===== src/rtl/hamming_scrubber.sv =====
// Background SEC scrubber: walks the register file, corrects single-bit Hamming errors
// and flags uncorrectable syndromes. Define SCRUB_CONTINUOUS_EN for back-to-back passes.
module hamming_scrubber #(
    parameter int NREGS = 32,
    parameter int CW_W  = 38
) (
    input  logic            clk,
    input  logic            rst,
    input  logic            start,
    output logic [4:0]      rf_rd_addr,
    input  logic [CW_W-1:0] rf_rd_data,
    output logic            rf_wr_en,
    output logic [4:0]      rf_wr_addr,
    output logic [CW_W-1:0] rf_wr_data,
    input  logic            cpu_wr_en,
    input  logic [4:0]      cpu_wr_addr,
    output logic            busy,
    output logic            done,
    output logic [7:0]      corr_cnt,
    output logic            uncorr_flag,
    output logic [4:0]      uncorr_addr
);

    typedef enum logic [1:0] {IDLE, RD, CK, WB} state_t;

    localparam logic [4:0] LAST_ADDR = 5'(NREGS - 1);
    localparam logic [5:0] MAX_SYN   = 6'(CW_W);

    state_t          state, state_nx;
    logic [4:0]      addr, addr_nx;
    logic [CW_W-1:0] wr_data_nx;
    logic            done_nx, corr_inc, uncorr_set, advance;
    logic [5:0]      syndrome;
    logic            cpu_hit;

    // Register-file protocol: read data returns one cycle after rf_rd_addr; a write
    // happens on any edge where rf_wr_en is high. The CPU port always wins, so the
    // scrubber never strobes rf_wr_en while cpu_wr_en is high.
    assign rf_rd_addr = addr;
    assign rf_wr_addr = addr;
    assign rf_wr_en   = (state == WB) && !cpu_wr_en;
    assign busy       = (state != IDLE);
    assign cpu_hit    = cpu_wr_en && (cpu_wr_addr == addr);

    always_comb begin
        syndrome = '0;
        for (int p = 1; p <= CW_W; p++) begin
            if (rf_rd_data[p-1]) syndrome = syndrome ^ 6'(p);
        end
    end

    always_comb begin
        state_nx   = state;
        addr_nx    = addr;
        wr_data_nx = rf_wr_data;
        done_nx    = 1'b0;
        corr_inc   = 1'b0;
        uncorr_set = 1'b0;
        advance    = 1'b0;
        case (state)
            IDLE: begin
`ifdef SCRUB_CONTINUOUS_EN
                state_nx = RD;
                addr_nx  = '0;
`else
                // A start coinciding with the done pulse belongs to the finished pass.
                if (start && !done) begin
                    state_nx = RD;
                    addr_nx  = '0;
                end
`endif
            end
            RD: begin
                if (!cpu_wr_en) state_nx = CK;
            end
            CK: begin
                if (syndrome == '0) begin
                    advance = 1'b1;
                end else if (syndrome <= MAX_SYN) begin
                    // A CPU write to this word makes our copy stale: drop it.
                    if (cpu_hit) begin
                        advance = 1'b1;
                    end else begin
                        wr_data_nx = rf_rd_data ^ ({{(CW_W-1){1'b0}}, 1'b1} << (syndrome - 6'd1));
                        state_nx   = WB;
                    end
                end else begin
                    uncorr_set = 1'b1;
                    advance    = 1'b1;
                end
            end
            WB: begin
                if (!cpu_wr_en || cpu_hit) begin
                    advance  = 1'b1;
                    corr_inc = !cpu_wr_en;
                end
            end
            default: state_nx = IDLE;
        endcase
        if (advance) begin
            if (addr == LAST_ADDR) begin
                done_nx = 1'b1;
                addr_nx = '0;
`ifdef SCRUB_CONTINUOUS_EN
                state_nx = RD;
`else
                state_nx = IDLE;
`endif
            end else begin
                addr_nx  = addr + 5'd1;
                state_nx = RD;
            end
        end
    end

    always_ff @(posedge clk or posedge rst) begin
        if (rst) begin
            state       <= IDLE;
            addr        <= '0;
            rf_wr_data  <= '0;
            done        <= 1'b0;
            corr_cnt    <= '0;
            uncorr_flag <= 1'b0;
            uncorr_addr <= '0;
        end else begin
            state      <= state_nx;
            addr       <= addr_nx;
            rf_wr_data <= wr_data_nx;
            done       <= done_nx;
            if (corr_inc && (corr_cnt != 8'hFF)) corr_cnt <= corr_cnt + 8'd1;
            if (uncorr_set) begin
                uncorr_flag <= 1'b1;
                if (!uncorr_flag) uncorr_addr <= addr;
            end
        end
    end

endmodule


===== config.mk =====
export PLATFORM = sky130hd
export DESIGN_NAME = hamming_scrubber
export DESIGN_NICKNAME = d
export VERILOG_FILES = /design/src/rtl/hamming_scrubber.sv
export SDC_FILE = /design/constraint.sdc
export NUM_CORES = 1
export LEC_CHECK = 0
export CAP_MARGIN = 20
export CORE_MARGIN = 2
export CORE_UTILIZATION = 53
export DETAILED_ROUTE_END_ITERATION = 8
export HOLD_SLACK_MARGIN = 0.1
export PLACE_DENSITY_LB_ADDON = 0.3
export SLEW_MARGIN = 20
export SYNTH_ARGS = -nofsm -noshare
export SYNTH_HDL_FRONTEND = slang
export SYNTH_SLANG_ARGS = --single-unit

===== constraint.sdc =====
create_clock -name clk -period 4.8 [get_ports clk]
set_input_delay 0.72 -clock clk [delete_from_list [all_inputs] [get_ports clk]]
set_output_delay 0.72 -clock clk [all_outputs]
set_load 0.02 [all_outputs]

* Word level (Yosys, flattened, before mapping)
Index checks and enable logic that the tools add are counted.
** Storage, ports and cells
- Register bits after elaboration :: 60
- Bits of input ports :: 47
- Output and inout bits :: 65
- Logic and storage cells :: 143
** Operators by class
- Add/sub/neg operators :: 3
- Order comparisons :: 1
- Equality and inequality tests :: 11
- Shift operators :: 1
- Multiplexer cells :: 62
- Bitwise logic cells :: 41
- Reductions and logical operators :: 17
** Operators by type and width (number)
- 5-bit two-way mux :: 20
- 6-bit two-way mux :: 7
- 3-bit NOT :: 13
- 1-bit by 6-bit << shifter with 38-bit output (first input constant) :: 1
- 38-bit bitwise XOR :: 1
- 4-bit two-way mux :: 8
- 2-bit NOT :: 13
- 4-bit NOT :: 5
- 2-bit two-way mux :: 8
- 3-bit != test (second input constant) :: 5
- 1-bit two-way mux :: 13
- 3-bit two-way mux :: 4
- 8-bit by 1-bit adder with 8-bit output (second input constant) :: 1
- 8-bit != test (second input constant) :: 1
- 6-bit <= comparator (second input constant) :: 1
- 6-bit zero test :: 1
- 2-bit case mux with 3 select lines :: 1
- 6-bit AND reduction :: 1
- 2-bit nonzero test :: 3
- 6-bit by 1-bit subtractor with 6-bit output (second input constant) :: 1
- 5-bit by 1-bit adder with 5-bit output (second input constant) :: 1
- 5-bit == test :: 1
- 5-bit == test (second input constant) :: 1
- 1-bit NOT (first input constant) :: 5
- 12 further kinds :: 20

* Longest topological paths before layout
- Depth after elaboration :: 76
- Gate-level depth with buffers :: 11
- Gate-level depth less buffers :: 8

* Worst setup path after synthesis
OpenSTA, ideal clock, no wires.
- Path kind :: input -> register
- Start :: input port rf_rd_data[24]
- End :: register addr[2] (netlist: rf_rd_addr[2])
- Setup time :: 0.094 ns
- Arrival :: 3.025 ns
- Required time :: 4.706 ns
- Slack :: 1.681 ns
- Stages on the path :: 8
- Path buffers :: 0
- Cell sequence :: xnor3_1 xnor3_2 xor3_2 nand3_2 a311oi_2 o31a_1 mux2_4 a221oi_2
** Between the ends
- Cells in the longest elaborated chain, start to end :: 26
- Elaborated cells on any way between the ends :: 32
- Those cells by class :: order compare: 1; mux: 18; bitwise: 9; reduce/logical: 4
** RTL lines
- start: declaration :: RTL line 11 : input logic [CW_W-1:0] rf_rd_data,
- 5-bit two-way mux * (2 in a row) :: RTL line 48 : if (rf_rd_data[p-1]) syndrome = syndrome ^ 6'(p);
- 4-bit NOT (no source line) or 5-bit two-way mux (tied branches)
- 5-bit two-way mux * (2 in a row) :: RTL line 48
- 4-bit NOT (no source line) or 3-bit NOT (tied branches)
- 5-bit two-way mux * (2 in a row) :: RTL line 48
- 5-bit NOT (no source line) or 5-bit two-way mux (tied branches)
- 5-bit two-way mux * :: RTL line 48
- 6-bit two-way mux * :: RTL line 48
- [6 not listed]
- 3-bit NOT (no source line) or 6-bit two-way mux (tied branches)
- 6-bit two-way mux * (2 in a row) :: RTL line 48
- 6-bit <= comparator :: RTL line 79 : end else if (syndrome <= MAX_SYN) begin
- 1-bit two-way mux :: RTL line 79
- 1-bit two-way mux * :: RTL line 77 : if (syndrome == '0) begin
- 1-bit case mux with 2 select lines * :: RTL line 60 : case (state)
- 2-bit nonzero test (no source line)
- 2-bit AND reduction (no source line)
- end signal: assignment :: RTL line 127 : addr <= addr_nx;
- end: declaration :: RTL line 30 : logic [4:0] addr, addr_nx;
Mark *: on every way between the ends. The rest lies on a longest branch, timed or not.
A chain may end at the register's enable or synchronous reset.

* Worst setup path in the final report
- Start :: input port rf_rd_data[10]
- End :: register addr[3] (netlist: rf_rd_addr[3])
** Between the ends
- Cells in the longest elaborated chain, start to end :: 47
- Elaborated cells on any way between the ends :: 60
- Those cells by class :: order compare: 1; mux: 32; bitwise: 23; reduce/logical: 4
** RTL lines (RTL line)
- 4-bit two-way mux * (2 in a row) :: 48
- 3-bit NOT (no source line) or 4-bit two-way mux (tied branches)
- 4-bit two-way mux * (2 in a row) :: 48
- 4-bit NOT (no source line)
- 4-bit two-way mux * :: 48
- 5-bit two-way mux * :: 48
- 2-bit NOT (no source line) or 5-bit two-way mux (tied branches)
- 5-bit two-way mux * (2 in a row) :: 48
- [27 not listed]
- 3-bit NOT (no source line) or 6-bit two-way mux (tied branches)
- 6-bit two-way mux * (2 in a row) :: 48
- 6-bit <= comparator :: 79
- 1-bit two-way mux :: 79
- 1-bit two-way mux * :: 77
- 1-bit case mux with 2 select lines * :: 60
- 2-bit nonzero test (no source line)
- 2-bit AND reduction (no source line)
Marked as above.

==> key figures <==
Outcome
  – Status: completed

Timing
  – Final Max Slew Viols: 0
  – Final worst slack: 0.887 ns
  – Fin crit period: 3.91 ns
  – Slew HR: 42.8%
  – Final Hold Vio Count: 0
  – Measured slew at the worst slew-check pin: 0.852 ns
  – Final worst-path cycle share: 81.5%
  – Clock Skew: 0.00779 ns
  – RSZ-0062 raised after global routing: false
  – Achievable Freq: 256 MHz
  – Setup TNS: 0 ns
  – Finish-stage setup viols: 0

Worst setup path
  – Reg-to-Reg Start: rf_rd_addr[2]
  – Crit path launch type: primary input
  – Crit-path max FO: 14
  – Setup crit end kind: flop
  – Terminus of the critical flop-to-flop path: rf_rd_addr[3]
  – Arr. time, crit path: 4.16 ns
  – R2R setup slack: 2.45 ns
  – CP required: 5.05 ns
  – CP Class: primary input to flop
  – Reg2Reg Depth: 8

Clock tree
  – Clk sinks: 60
  – Clock Tree Root: clkbuf_8
  – Gates resized, CTS repair: 0
  – CTS H-tree lvls: 3
  – CTS max path bufs: 2
  – Hold_buf cts: 0
  – Clock buffer count from CTS: 9
  – Clk_lat worst skew: 0.35 ns
  – TritonCTS clock tree: yes
  – Clock Pin Slew Worst Setup and Hold Paths: 0.07 ns
  – Post-CTS setup buffer count: 0

Die
  – Core box area: 7690 um^2
  – Die Y: 93.0 um
  – # IOs: 112
  – Core Rows: 32
  – Die area: 8650 um^2
  – Die Span X: 93.0 um
  – Initial Utilization: 54.6%

Logic synthesis
  – Post-synthesis sequential area ratio: 35.8%
  – Asr flop ratio synth: 100%
  – Syn Area/Cell: 9.90 um^2
  – Post-synth cell types: 52
  – Syn. warnings: 0
  – #FFs+latches synth: 60
  – Syn_nets: 480
  – Syn Std Cell Area: 4200 um^2
  – EDFF count, synth: 0
  – Top FF cell, synth: dfrtp_1
  – Mapped Cells: 424

Run
  – Max_cap viols: 0

Min path
  – Hold path start: rf_wr_data[12]
  – Worst hold stages: 2
  – WHS Endpoint: rf_wr_data[12]
  – Hold WC Path Type: flop to flop

Global route
  – Gr ovfl total: 0
  – Grt met1 use: 32.5%
  – GRT busiest layer: met2
  – Initial antenna violation count: 0
  – First-pass GRT wire length: 16800 um
  – GR Util met3: 4.35%
  – Vias in the first global route: 3411
  – Met2 global-route usage: 41.6%
  – Gr usage total: 25.1%
  – Largest net degree at the start of global routing: 63

Power
  – Cell Pwr Density: 617 nW/um^2
  – Switching share of power: 45.5%
  – Clock share of power: 13.6%
  – Int Pwr: 1.88 mW
  – Switching Power: 1.56 mW
  – Pleak: 2.27 nW
  – Overall power: 3.44 mW
  – Max IR drop VDD: 0.325 mV
  – Seq pwr share: 25.2%
  – Combinational power share: 61.2%

Cells and area
  – Ant diodes: 0
  – Layout area overhead: 32.8%
  – Nets: 583
  – Layout cells sized above 1: 9.21%
  – Fin area: 5570 um^2
  – Non-filler cells, final: 634

Placed design
  – Cells after DPL: 618
  – Pre-CTS WS: 0.597 ns
  – RD Place Congestion: 0.879
  – Post-DP HPWL: 7980 um
  – Dpl cell area: 5370 um^2
  – Port buffer count: 111

Routing
  – DR iter-0 viols: 206
  – DRC: 0
  – Via count: 3390
  – WL final: 10400 um
  – Drt wl/cell: 16.4 um
  – Vias per inst: 5.35
  – DR pass1 iterations: 4
  – Final ANT Viol Nets: 0
## state kept, by name (all words and copies together), names as in the netlist
register,cells
rf_wr_data,38
corr_cnt,8
uncorr_flag,1
done,1
rf_rd_addr,5
uncorr_addr,5
state,2
## routing by layer
metal  share of wire (%)  up-vias
li1                    -     1649
met1                  43     1608
met2                  49      112
met3                 5.4       21
met4                 2.8        0
met5                   0        -
## cell type report
cell class	instances	area (um^2)
well taps	102	128
multi-input cells	334	2560
clock inverters	4	47.5
inverters	8	30.0
fillers	584	2110
repair buffers	114	1150
flip-flops and latches	60	1500
clock buffers	12	155
## cells in the final DEF, fill, tap and decap left out, types with 4 or more instances in the layout
cell	instances
clkdlybuf4s50_1	111
xnor2_1	67
dfrtp_1	60
nand2_1	53
nor2_1	34
o21ai_1	21
o21ai_0	21
xor2_1	18
nand3_1	12
clkbuf_8	11
ha_1	9
xnor3_1	8
xnor2_2	7
nand4_1	7
inv_1	7
and3_1	7
a211oi_1	6
mux2_2	6
nand2b_1	4
nor3_1	4
o31a_1	4
## cells by family after synthesis
group / synth area share [%]
AOI/OAI and AO/OA: 12.2
buffers and inverters: 3.37
xor gates and xnor gates: 29.5
and+or+nand+nor: 14.5
adders and majority gates: 2.68
DFF: 35.8
muxes: 1.97
## per-stage QoR
stage	hold slack (ns)	utilization [%]
floorplan	0.537	-
global placement	0.462	69.9
detailed placement	0.469	69.9
CTS	0.485	72.5
global route	0.509	72.5
finish	0.479	72.5
## worst max path at each step
stage,start,endpoint,cells after the start
after floorplan,rf_rd_data[24],rf_rd_addr[2],8
after global placement,rf_rd_data[10],rf_rd_addr[2],9
after detailed placement,rf_rd_data[10],rf_rd_addr[3],9
after CTS,rf_rd_data[10],rf_rd_addr[3],9
after global routing,rf_rd_data[10],rf_rd_addr[3],9
final,rf_rd_data[10],rf_rd_addr[3],9
## Yosys cell counts (all sizes together) (2+ instances only)
| cell type | n | area (um^2) |
|---|---|---|
| xor2 | 22 | 234 |
| nor4 | 3 | 18.8 |
| xor3 | 2 | 48.8 |
| o31ai | 3 | 22.5 |
| or3 | 2 | 12.5 |
| a211oi | 6 | 45.0 |
| buf | 13 | 77.6 |
| and3 | 7 | 43.8 |
| a22o | 3 | 26.3 |
| and2 | 2 | 12.5 |
| nand4b | 2 | 17.5 |
| nor3 | 4 | 20.0 |
| a41oi | 2 | 25.0 |
| o21ai | 42 | 210 |
| ha | 9 | 113 |
| nor2 | 34 | 128 |
| clkbuf | 9 | 33.8 |
| xnor3 | 10 | 228 |
| mux2 | 7 | 82.6 |
| xnor2 | 75 | 728 |
| nand2 | 53 | 199 |
| o2111ai | 3 | 32.5 |
| dfrtp | 60 | 1500 |
| nand2b | 4 | 25.0 |
| nand4 | 7 | 43.8 |
| a221oi | 2 | 30.0 |
| a21oi | 3 | 15.0 |
| inv | 8 | 30.0 |
| nand3 | 13 | 70.1 |
| a311oi | 2 | 23.8 |
| o31a | 4 | 35.0 |
## power groups by stage
stage | combinational [mW] | sequential, mW | clock, mW
after floorplan | 1.15 | 1.09 | 0
after global placement | 2.04 | 0.869 | 0
after detailed placement | 2.09 | 0.876 | 0
after CTS | 2.11 | 0.868 | 0.476
after global routing | 2.28 | 0.894 | 0.502
final | 2.11 | 0.866 | 0.469
## critical path, stage by stage
cell             delay [ns]
clkdlybuf4s50_1        0.56
xnor3_1                0.46
xor2_2                 0.34
xnor3_1                0.58
nand3_2                0.22
a311oi_2               0.43
o31a_1                 0.30
mux2_4                 0.34
a221oi_2               0.21
No activity file was read; power rests on OpenSTA's default activity.
==> edit (same settings) <==
`rf_wr_data` no longer has a reset.
--- a/src/rtl/hamming_scrubber.sv
+++ b/src/rtl/hamming_scrubber.sv
@@ -117,7 +117,6 @@
         if (rst) begin
             state       <= IDLE;
             addr        <= '0;
-            rf_wr_data  <= '0;
             done        <= 1'b0;
             corr_cnt    <= '0;
             uncorr_flag <= 1'b0;
@@ -125,7 +124,6 @@
         end else begin
             state      <= state_nx;
             addr       <= addr_nx;
-            rf_wr_data <= wr_data_nx;
             done       <= done_nx;
             if (corr_inc && (corr_cnt != 8'hFF)) corr_cnt <= corr_cnt + 8'd1;
             if (uncorr_set) begin
@@ -135,5 +133,9 @@
         end
     end
 
+    always_ff @(posedge clk) begin
+        rf_wr_data <= wr_data_nx;
+    end
+
 endmodule
 
Behaviour: differs if rst is asserted again (counterexample within 4 cycles, from zero or initial values and one cycle with rst high); with rst held inactive, the same outputs for 4 cycles.
==> edit against the unedited design <==
Total power is 17% lower; die area is 9.5% lower; setup slack worse by 0.15 ns; sequential power is 9.5% lower; sequential cell count stayed put; area after synthesis is 9.9% lower; global-route usage is 1.2 points higher; wire length is 6.6% lower; design area is 5.8% lower; via count is 15% lower; critical path type unchanged; critical endpoint is now rf_wr_data[4].
==> edit: results <==
outcome:
  status: "finished, final reports clean"
worst_setup_path:
  crit_arrival_ns: 4.15
  crit_fanout: 6
power:
  switching_power_mw: 1.246
  p_leak_nw: 2.035
  peakVddDrop_uv: 361.4
logic_synthesis:
  seq_area_frac_synth: 0.4475
  ys_warn_count: 0
  synthFlopType: "edfxtp_1"
  syn_nets: 374
  syn-instance-count: 318
  async_reset_ff_frac: 0.3667
  yosys-top-cells-area: "edfxtp_1 30%, xnor2_1 18%, dfrtp_1 15%"
  synth_edf_count: 38
  synth.distinct_cells: 42
  synth_common_cells: "79 x xnor2_1, 38 x edfxtp_1, 38 x nand2_1"
clock_network:
  cts_setup_buffers: 0
  clk_pin_slew_ns: 0.08
  h-tree-depth: 3
  cts_resized: 0
  cts-root-buf: "clkbuf_8"
  insertion_delay_ns: 0.34
timing:
  tightest_slew_ns: 0.9311
  finClkSkew_ns: 0.009949
  final_hold_viol_count: 0
cells_and_area:
  instances_no_fill: 541
  final_nets: 496
  antenna-diode-count: 0
  drive_above_1_share: 0.1056
  nFillCells: 475
  reg.largest.list: "rf_wr_data (38), corr_cnt (8)"
global_routing:
  grt_max_degree: 23
  grt_pass1_wl_um: 15210
  grt_pass1_vias: 2949
  track_usage: 0.2631
place:
  detailed_place_hpwl_um: 7456
  post_dp_cell_area_mm2: 0.005032
  place_congestion: 0.8957
  numPlacedInstances: 525
  place_ws_ns: 0.4611
drt:
  via_per_inst: 5.327
  drt_iter0_markers: 196
  routed_wl_um: 9733
  drt_pass1_iterations: 4
min_path:
  min_path_type: "reg2reg"
edit: cell type report:
type,instances,area [µm²],share of cell area
multi-input cells,245,2038,0.3883
flip-flops and latches,60,1692,0.3223
repair buffers,117,1156,0.2203
clock buffers,10,148.9,0.02837
well taps,96,120.1,0.02288
clock inverters,6,67.56,0.01287
inverters,7,26.28,0.005006
edit: through the flow:
step	util	hold slack, ns
after floorplan	-	0.5255
after global placement	0.7366	0.4814
after detailed placement	0.7366	0.4834
after CTS	0.7683	0.4975
after global routing	0.7683	0.5092
final	0.7683	0.4932
edit: worst paths after layout:
check | slack, ns | depth (start not counted) | end | start
min reg2reg | 0.49 | 1 | corr_cnt[7] | corr_cnt[7]
max in group asynchronous | 3.38 | 2 | state[0] | rst
min | 0.49 | 1 | corr_cnt[7] | corr_cnt[7]
min in group asynchronous | 0.86 | 2 | corr_cnt[6] | rst
max reg2reg | 2.51 | 8 | rf_rd_addr[3] | state[0]
max | 0.73 | 11 | rf_wr_data[4] | rf_rd_data[28]
edit: logic make-up after synthesis:
family | after synthesis | synth area share
compound gates | 19 | 0.04601
xor+xnor | 113 | 0.3131
fa+ha+maj | 9 | 0.02979
buf+inv | 13 | 0.01788
flops | 60 | 0.4475
mux | 7 | 0.02019
simple gates | 97 | 0.1255
edit: power by group through the flow:
stage	combinational, mW	sequential [mW]	clock, mW
floorplan	0.887	0.903	0
global placement	1.51	0.787	0
detailed placement	1.56	0.792	0
CTS	1.57	0.783	0.505
global route	1.69	0.797	0.526
finish	1.58	0.784	0.499
edit: metal layers:
metal | GRT usage | up-vias | wire length [µm]
met5 | 0 | - | 0
met4 | 0.09780 | 0 | 134
met3 | 0.06343 | 12 | 863
met2 | 0.4204 | 144 | 4829
met1 | 0.3507 | 1382 | 3905
li1 | - | 1344 | -
edit: worst max-delay path, stage by stage:
cell and delay [ns]:
clkdlybuf4s50_1 0.52, xnor2_1 0.35, xnor3_2 0.53, xnor3_1 0.44, xor2_1 0.48, nor3_2 0.10, buf_4 0.19, xnor2_2 0.30
nand2_1 0.16, nor4_2 0.25, xor2_1 0.10
